<file path="src/rtl/montgomery_exponent_selector_pkg.sv">
// Shared types and sizing helpers for the Montgomery exponent selector.
// Optional last_out generation is controlled by MONT_SELECT_LAST_EN.
package mont_exp_pkg;

  localparam int unsigned STATE_W = 2;

  typedef logic [STATE_W-1:0] state_t;

  localparam state_t ST_IDLE   = 2'd0;
  localparam state_t ST_LOAD   = 2'd1;
  localparam state_t ST_STREAM = 2'd2;
  localparam state_t ST_DONE   = 2'd3;

  // Exponent blocks loaded per run.
  function automatic int unsigned exp_blocks_f(input int unsigned exp_bits,
                                               input int unsigned reg_size);
    return exp_bits / reg_size;
  endfunction

  // Counter width for a 0..n-1 counter, never narrower than one bit.
  function automatic int unsigned ctr_w_f(input int unsigned n);
    return (n > 1) ? $clog2(n) : 1;
  endfunction

endpackage

</file>
<file path="src/rtl/montgomery_exponent_selector_exponent_bit_register.sv">
// Exponent register: block-indexed load, shift right on each completed square.
// Upper-bits zero-detect exists only when MONT_SELECT_LAST_EN is defined.
module exponent_bit_register
  import mont_exp_pkg::*;
#(
  parameter int unsigned REGISTER_SIZE = 32,
  parameter int unsigned EXP_BITS      = 2048
) (
  input  logic                                     clk_in,
  input  logic                                     rst_in,
  input  logic                                     clear_in,
  input  logic                                     load_in,
  input  logic [ctr_w_f(exp_blocks_f(EXP_BITS, REGISTER_SIZE))-1:0] load_idx_in,
  input  logic [REGISTER_SIZE-1:0]                 load_block_in,
  input  logic                                     shift_in,
  output logic                                     bit0_out,
  output logic                                     upper_zero_out
);

  localparam int unsigned EXP_BLOCKS = exp_blocks_f(EXP_BITS, REGISTER_SIZE);
  localparam int unsigned LW         = ctr_w_f(EXP_BLOCKS);

  logic [EXP_BITS-1:0] r_exp;

  always_ff @(posedge clk_in) begin
    if (rst_in || clear_in) begin
      r_exp <= '0;
    end else if (load_in) begin
      for (int unsigned k = 0; k < EXP_BLOCKS; k++) begin
        if (load_idx_in == LW'(k)) begin
          r_exp[k*REGISTER_SIZE +: REGISTER_SIZE] <= load_block_in;
        end
      end
    end else if (shift_in) begin
      r_exp <= {1'b0, r_exp[EXP_BITS-1:1]};
    end
  end

  assign bit0_out = r_exp[0];

`ifdef MONT_SELECT_LAST_EN
  assign upper_zero_out = (r_exp[EXP_BITS-1:1] == '0);
`else
  assign upper_zero_out = 1'b0;
`endif

endmodule

</file>
<file path="src/rtl/montgomery_exponent_selector.sv">
// Forwards the Montgomery squares whose exponent bit is set, with first/last framing.
// last_out is generated only when MONT_SELECT_LAST_EN is defined; otherwise it stays 0.
module montgomery_exponent_selector
  import mont_exp_pkg::*;
#(
  parameter int unsigned REGISTER_SIZE = 32,
  parameter int unsigned EXP_BITS      = 2048,
  parameter int unsigned SQUARE_BLOCKS = 128
) (
  input  logic                     clk_in,
  input  logic                     rst_in,
  input  logic                     start_in,
  input  logic [REGISTER_SIZE-1:0] exponent_block_in,
  input  logic                     exponent_valid_in,
  output logic                     consumed_exponent_out,
  input  logic [REGISTER_SIZE-1:0] square_block_in,
  input  logic                     square_valid_in,
  output logic [REGISTER_SIZE-1:0] selected_block_out,
  output logic                     selected_valid_out,
  output logic                     first_out,
  output logic                     last_out,
  output logic                     done_out,
  output logic                     zero_exp_out,
  output logic                     overrun_out
);

  localparam int unsigned EXP_BLOCKS = exp_blocks_f(EXP_BITS, REGISTER_SIZE);
  localparam int unsigned BW         = ctr_w_f(SQUARE_BLOCKS);
  localparam int unsigned SW         = ctr_w_f(EXP_BITS);
  localparam int unsigned LW         = ctr_w_f(EXP_BLOCKS);
  localparam logic [BW-1:0] BLK_LAST  = BW'(SQUARE_BLOCKS - 1);
  localparam logic [SW-1:0] SQ_LAST   = SW'(EXP_BITS - 1);
  localparam logic [LW-1:0] LOAD_LAST = LW'(EXP_BLOCKS - 1);

  state_t                   r_state;
  state_t                   w_state_nxt;
  logic [BW-1:0]            r_block_ctr;
  logic [SW-1:0]            r_square_ctr;
  logic [LW-1:0]            r_load_ctr;
  logic                     r_seen_first;
  logic [REGISTER_SIZE-1:0] r_sel_block;
  logic                     r_sel_valid;
  logic                     r_first;
  logic                     r_last;
  logic                     r_done;
  logic                     r_zero;
  logic                     r_overrun;

  logic w_load;
  logic w_fwd;
  logic w_first;
  logic w_wrap;
  logic w_final;
  logic w_bit0;
  logic w_upper_zero;

  exponent_bit_register #(
    .REGISTER_SIZE (REGISTER_SIZE),
    .EXP_BITS      (EXP_BITS)
  ) u_exp_reg (
    .clk_in         (clk_in),
    .rst_in         (rst_in),
    .clear_in       (r_state == ST_IDLE),
    .load_in        (w_load),
    .load_idx_in    (r_load_ctr),
    .load_block_in  (exponent_block_in),
    .shift_in       (w_wrap),
    .bit0_out       (w_bit0),
    .upper_zero_out (w_upper_zero)
  );

  // Next-state and per-cycle strobes.
  always_comb begin
    w_state_nxt = r_state;
    w_load      = 1'b0;
    w_fwd       = 1'b0;
    w_first     = 1'b0;
    w_wrap      = 1'b0;
    w_final     = 1'b0;
    case (r_state)
      ST_IDLE: begin
        if (start_in) w_state_nxt = ST_LOAD;
      end
      ST_LOAD: begin
        if (exponent_valid_in) begin
          w_load = 1'b1;
          if (r_load_ctr == LOAD_LAST) w_state_nxt = ST_STREAM;
        end
      end
      ST_STREAM: begin
        if (square_valid_in) begin
          w_fwd   = w_bit0;
          w_first = w_bit0 && (r_block_ctr == '0) && !r_seen_first;
          w_wrap  = (r_block_ctr == BLK_LAST);
          w_final = w_wrap && (r_square_ctr == SQ_LAST);
          if (w_final) w_state_nxt = ST_DONE;
        end
      end
      ST_DONE: begin
        w_state_nxt = ST_IDLE;
      end
      default: begin
        w_state_nxt = ST_IDLE;
      end
    endcase
  end

  always_ff @(posedge clk_in) begin
    if (rst_in) begin
      r_state      <= ST_IDLE;
      r_block_ctr  <= '0;
      r_square_ctr <= '0;
      r_load_ctr   <= '0;
      r_seen_first <= 1'b0;
      r_sel_block  <= '0;
      r_sel_valid  <= 1'b0;
      r_first      <= 1'b0;
      r_last       <= 1'b0;
      r_done       <= 1'b0;
      r_zero       <= 1'b0;
      r_overrun    <= 1'b0;
    end else begin
      r_state <= w_state_nxt;
      if (r_state == ST_IDLE) begin
        r_block_ctr  <= '0;
        r_square_ctr <= '0;
        r_load_ctr   <= '0;
        r_seen_first <= 1'b0;
      end
      if (w_load) r_load_ctr <= r_load_ctr + LW'(1);
      if ((r_state == ST_STREAM) && square_valid_in) begin
        r_block_ctr <= w_wrap ? '0 : r_block_ctr + BW'(1);
        if (w_wrap) r_square_ctr <= r_square_ctr + SW'(1);
      end
      if (w_first) r_seen_first <= 1'b1;
      r_sel_valid <= w_fwd;
      r_sel_block <= w_fwd ? square_block_in : '0;
      r_first     <= w_first;
      r_last      <= w_fwd && w_wrap && w_upper_zero;
      r_done      <= w_final;
      // zero_exp reflects whether any block was selected, including the final one.
      r_zero      <= w_final && !(r_seen_first || w_first);
      if (square_valid_in && (r_state != ST_STREAM)) r_overrun <= 1'b1;
    end
  end

  assign consumed_exponent_out = w_load;
  assign selected_block_out    = r_sel_block;
  assign selected_valid_out    = r_sel_valid;
  assign first_out             = r_first;
  assign last_out              = r_last;
  assign done_out              = r_done;
  assign zero_exp_out          = r_zero;
  assign overrun_out           = r_overrun;

endmodule
</file>
<file path="config.mk">
export PLATFORM = sky130hd
export DESIGN_NAME = montgomery_exponent_selector
export DESIGN_NICKNAME = d
export VERILOG_FILES = /design/src/rtl/montgomery_exponent_selector_pkg.sv /design/src/rtl/montgomery_exponent_selector_exponent_bit_register.sv /design/src/rtl/montgomery_exponent_selector.sv
export SDC_FILE = /design/constraint.sdc
export NUM_CORES = 2
export LEC_CHECK = 0
export CAP_MARGIN = 40
export CORE_ASPECT_RATIO = 0.9
export CORE_MARGIN = 2
export CORE_UTILIZATION = 59
export CTS_CLUSTER_DIAMETER = 80
export DETAILED_ROUTE_END_ITERATION = 8
export PLACE_DENSITY = 0.76
export SYNTH_ARGS = -nofsm -noshare
export SYNTH_HDL_FRONTEND = slang
export SYNTH_HIERARCHICAL = 1
export SYNTH_SLANG_ARGS = --single-unit
</file>
<file path="constraint.sdc">
create_clock -name clk_in -period 3 [get_ports clk_in]
set_input_delay 0.75 -clock clk_in [delete_from_list [all_inputs] [get_ports clk_in]]
set_output_delay 0.75 -clock clk_in [all_outputs]
set_load 0.1 [all_outputs]
</file>
==> results.json <==
{
  "setup_viol": 0,
  "clock_power_share_pct": 39.8,
  "max_freq_mhz": 344,
  "r2r_cells": 12,
  "arrival_ps": 2160,
  "clk_latency_ps": 880,
  "ys_seq_elements": 2113,
  "slew_headroom_pct": 39.8,
  "rsz0062_at_grt": "no",
  "dr_wl_met3_mm": 31.2,
  "hpwl_mm": 174,
  "period_share_pct": 96.9,
  "antenna_found_initial": 1,
  "num_rows": 138,
  "synth.area.top_cells": "dfxtp_1 46%, a211oi_1 33%, a21oi_1 11%, buf_2 3.6%, clkbuf_1 3.0%",
  "synth_area_per_cell_um2": 9.13,
  "fp.dieW_um": 422,
  "worst_slew_pin_slew_ps": 900,
  "grt_max_degree": 151,
  "area_delta_synth_final_pct": 15.0,
  "fill_cells": 11923,
  "syn_nets": 10258,
  "drtIter0Drc": 13764,
  "grt_first_pass_wirelength_mm": 481,
  "num_antenna_cells": 0,
  "drive_above_1_share_pct": 12.2,
  "synth_flop_cell": "dfxtp_1",
  "start_kind": "register",
  "synthCells": 10181,
  "final_cell_area_um2": 107000,
  "die_h_um": 380,
  "p_per_area_nw_per_um2": 642,
  "reg2reg_slack_ps": 120,
  "cellLeakagePower_nw": 30.5,
  "synthDominantCellAreaShare_pct": 45.5,
  "worst_ir_drop_vdd_uv": 587,
  "cts_hold_repair.buffers": 0,
  "cp-startpoint": "r_state[1]",
  "routed-via-count": 88316,
  "start_util_pct": 59.3,
  "multi_input_area_um2": 43700,
  "crit_path_end": "consumed_exponent_out",
  "fin_cells": 11865,
  "required_ps": 2250,
  "first_pass_iters": 6,
  "r2r_start": "r_state[1]",
  "p_seq_share_pct": 41.0,
  "place_area_um2": 99600,
  "power.internal_mw": 47.4,
  "cts_buffers": 207,
  "path_class": "register to output port",
  "ctsRootBufferMaster": "clkbuf_16",
  "comb_power_share_pct": 19.1,
  "path_max_fanout": 5,
  "wl_met2_mm": 137,
  "cts.sinks": 2113,
  "gp_congestion": 0.868,
  "yosysTopAreaCell": "dfxtp_1",
  "synthesis.area_um2": 92900,
  "io_buffers": 107,
  "drc_errors": 0,
  "max_cap_viol_count": 0,
  "cts_tree": "done",
  "hp-class": "primary input to register",
  "clockBufferDepth": 3,
  "io_pins": 108,
  "first_global_vias": 81610,
  "hold_violations": 0,
  "wl_per_cell_um": 26.3,
  "seqCellArea_um2": 42300,
  "switching_share_pct": 30.9,
  "async_flop_share_pct": 0,
  "grtUsageTotal_pct": 36.5,
  "grt_overflow": 0,
  "htree_levels": 4,
  "post-place-cells": 11475,
  "utilization_pct": 68.1,
  "yosysMostFrequentCell": "a211oi_1",
  "p_switching_mw": 21.2,
  "drv_slew": 0,
  "viasPerCell": 7.44,
  "antenna_left": 0,
  "total_power_mw": 68.6,
  "dieArea_um2": 161000,
  "ys_warn_count": 6,
  "synth_edf_count": 0,
  "maxUsedRoutingLayer": "met5",
  "path_clk_slew_ps": 60,
  "hold_depth": 2,
  "yosys-top-cells-count": "4096 x a211oi_1, 2113 x dfxtp_1, 2065 x a21oi_1",
  "final_nets": 9665,
  "outcome": "finished clean",
  "coreArea_um2": 157000,
  "whs_ps": 460,
  "end_kind": "output port",
  "skew_ps": 38.3,
  "fin_crit_ps": 2910,
  "wl_mm": 312,
  "synth_cell_types": 66,
  "reg2reg_to": "u_exp_reg/r_exp[592]",
  "m1WireLength_mm": 125,
  "synth_seq_area_share_pct": 45.5
}
## worst min-delay path by stage
| stage | start | slack, ps | to |
|---|---|---|---|
| 2_1_floorplan | r_seen_first | 420 | zero_exp_out |
| 3_3_place_gp | r_seen_first | 460 | zero_exp_out |
| 3_5_place_dp | r_seen_first | 460 | zero_exp_out |
| 4_1_cts | square_block_in[9] | 420 | selected_block_out[9] |
| 5_1_grt | square_block_in[16] | 450 | selected_block_out[16] |
| 6_report | square_block_in[9] | 460 | selected_block_out[9] |
## power groups by stage
stage               logic, mW  registers (mW)  clock network [mW]
global route             13.6            28.1                28.5
detailed placement       12.5            28.8                   0
floorplan                7.21            28.8                   0
finish                   13.1            28.1                27.3
CTS                      12.7            28.1                27.4
global placement         12.4            28.8                   0
## cells by family after synthesis
kind of cell / synth area share [%]
buffers and inverters: 7.80
xor gates and xnor gates: 0.0377
and+or+nand+nor: 1.58
muxes: 0.0108
adders and majority gates: 0.108
DFF: 45.5
AOI/OAI and AO/OA: 44.9
other: 0.00404
## worst max-delay path: stages, from the launching register on
cell and delay (ps):
dfxtp_1 320, inv_1 150, ha_2 240, nand2_1 150, inv_4 110, buf_12 130, buf_12 180
## sequential cells by signal, summed over array words and instances, names as in the netlist
name and cells:
overrun_out 1, done_out 1, last_out 1, first_out 1, selected_block_out 32, r_load_ctr 6, zero_exp_out 1, r_block_ctr 7
r_seen_first 1, r_state 2, u_exp_reg/r_exp 2048, r_square_ctr 11, selected_valid_out 1
## stage by stage
step	worst slack [ps]	setup TNS, ps
final	93.6	0
after global routing	2.17	0
after CTS	65.6	0
after detailed placement	-160	-48360
after global placement	-132	-17680
after floorplan	22.3	0
## per-layer routing
| metal | vias up | global-route usage [%] |
|---|---|---|
| met5 | - | 0 |
| met4 | 2 | 19.4 |
| met3 | 1070 | 7.16 |
| met2 | 5353 | 54.6 |
| met1 | 42892 | 49.7 |
| li1 | 38999 | - |
## cell type report
cell class                 count  area share [%]
tap                         2100            2.46
multi-input combinational   6468            40.9
inverter                       9          0.0410
timing repair buffer         789            10.3
sequential                  2113            39.6
clock buffer                 326            5.92
clock inverter                60           0.730
## repair_timing
action,in CTS,in global routing
cloned,1,0
endpoints found under the hold margin,0,0
buffers inserted,3,0
endpoints found under the setup margin,1,77
resized for setup,2,1
## cells in the final DEF, fill, tap and decap left out, drive strengths merged, types with 6 or more instances in the layout
master,netlist,layout
o21ai,71,71
nor4b,7,7
clkdlybuf4s50,0,68
nand2,18,18
clkinv,1,29
bufinv,0,15
clkbuf,747,326
nand4bb,6,6
ha,8,8
and2,67,67
nand3b,6,6
and4bb,6,6
dfxtp,2113,2113
a21oi,2065,2065
inv,8,22
buf,844,720
a211oi,4096,4096
nor2,22,22
nand3,14,14
(Power assumes the default switching activity.)
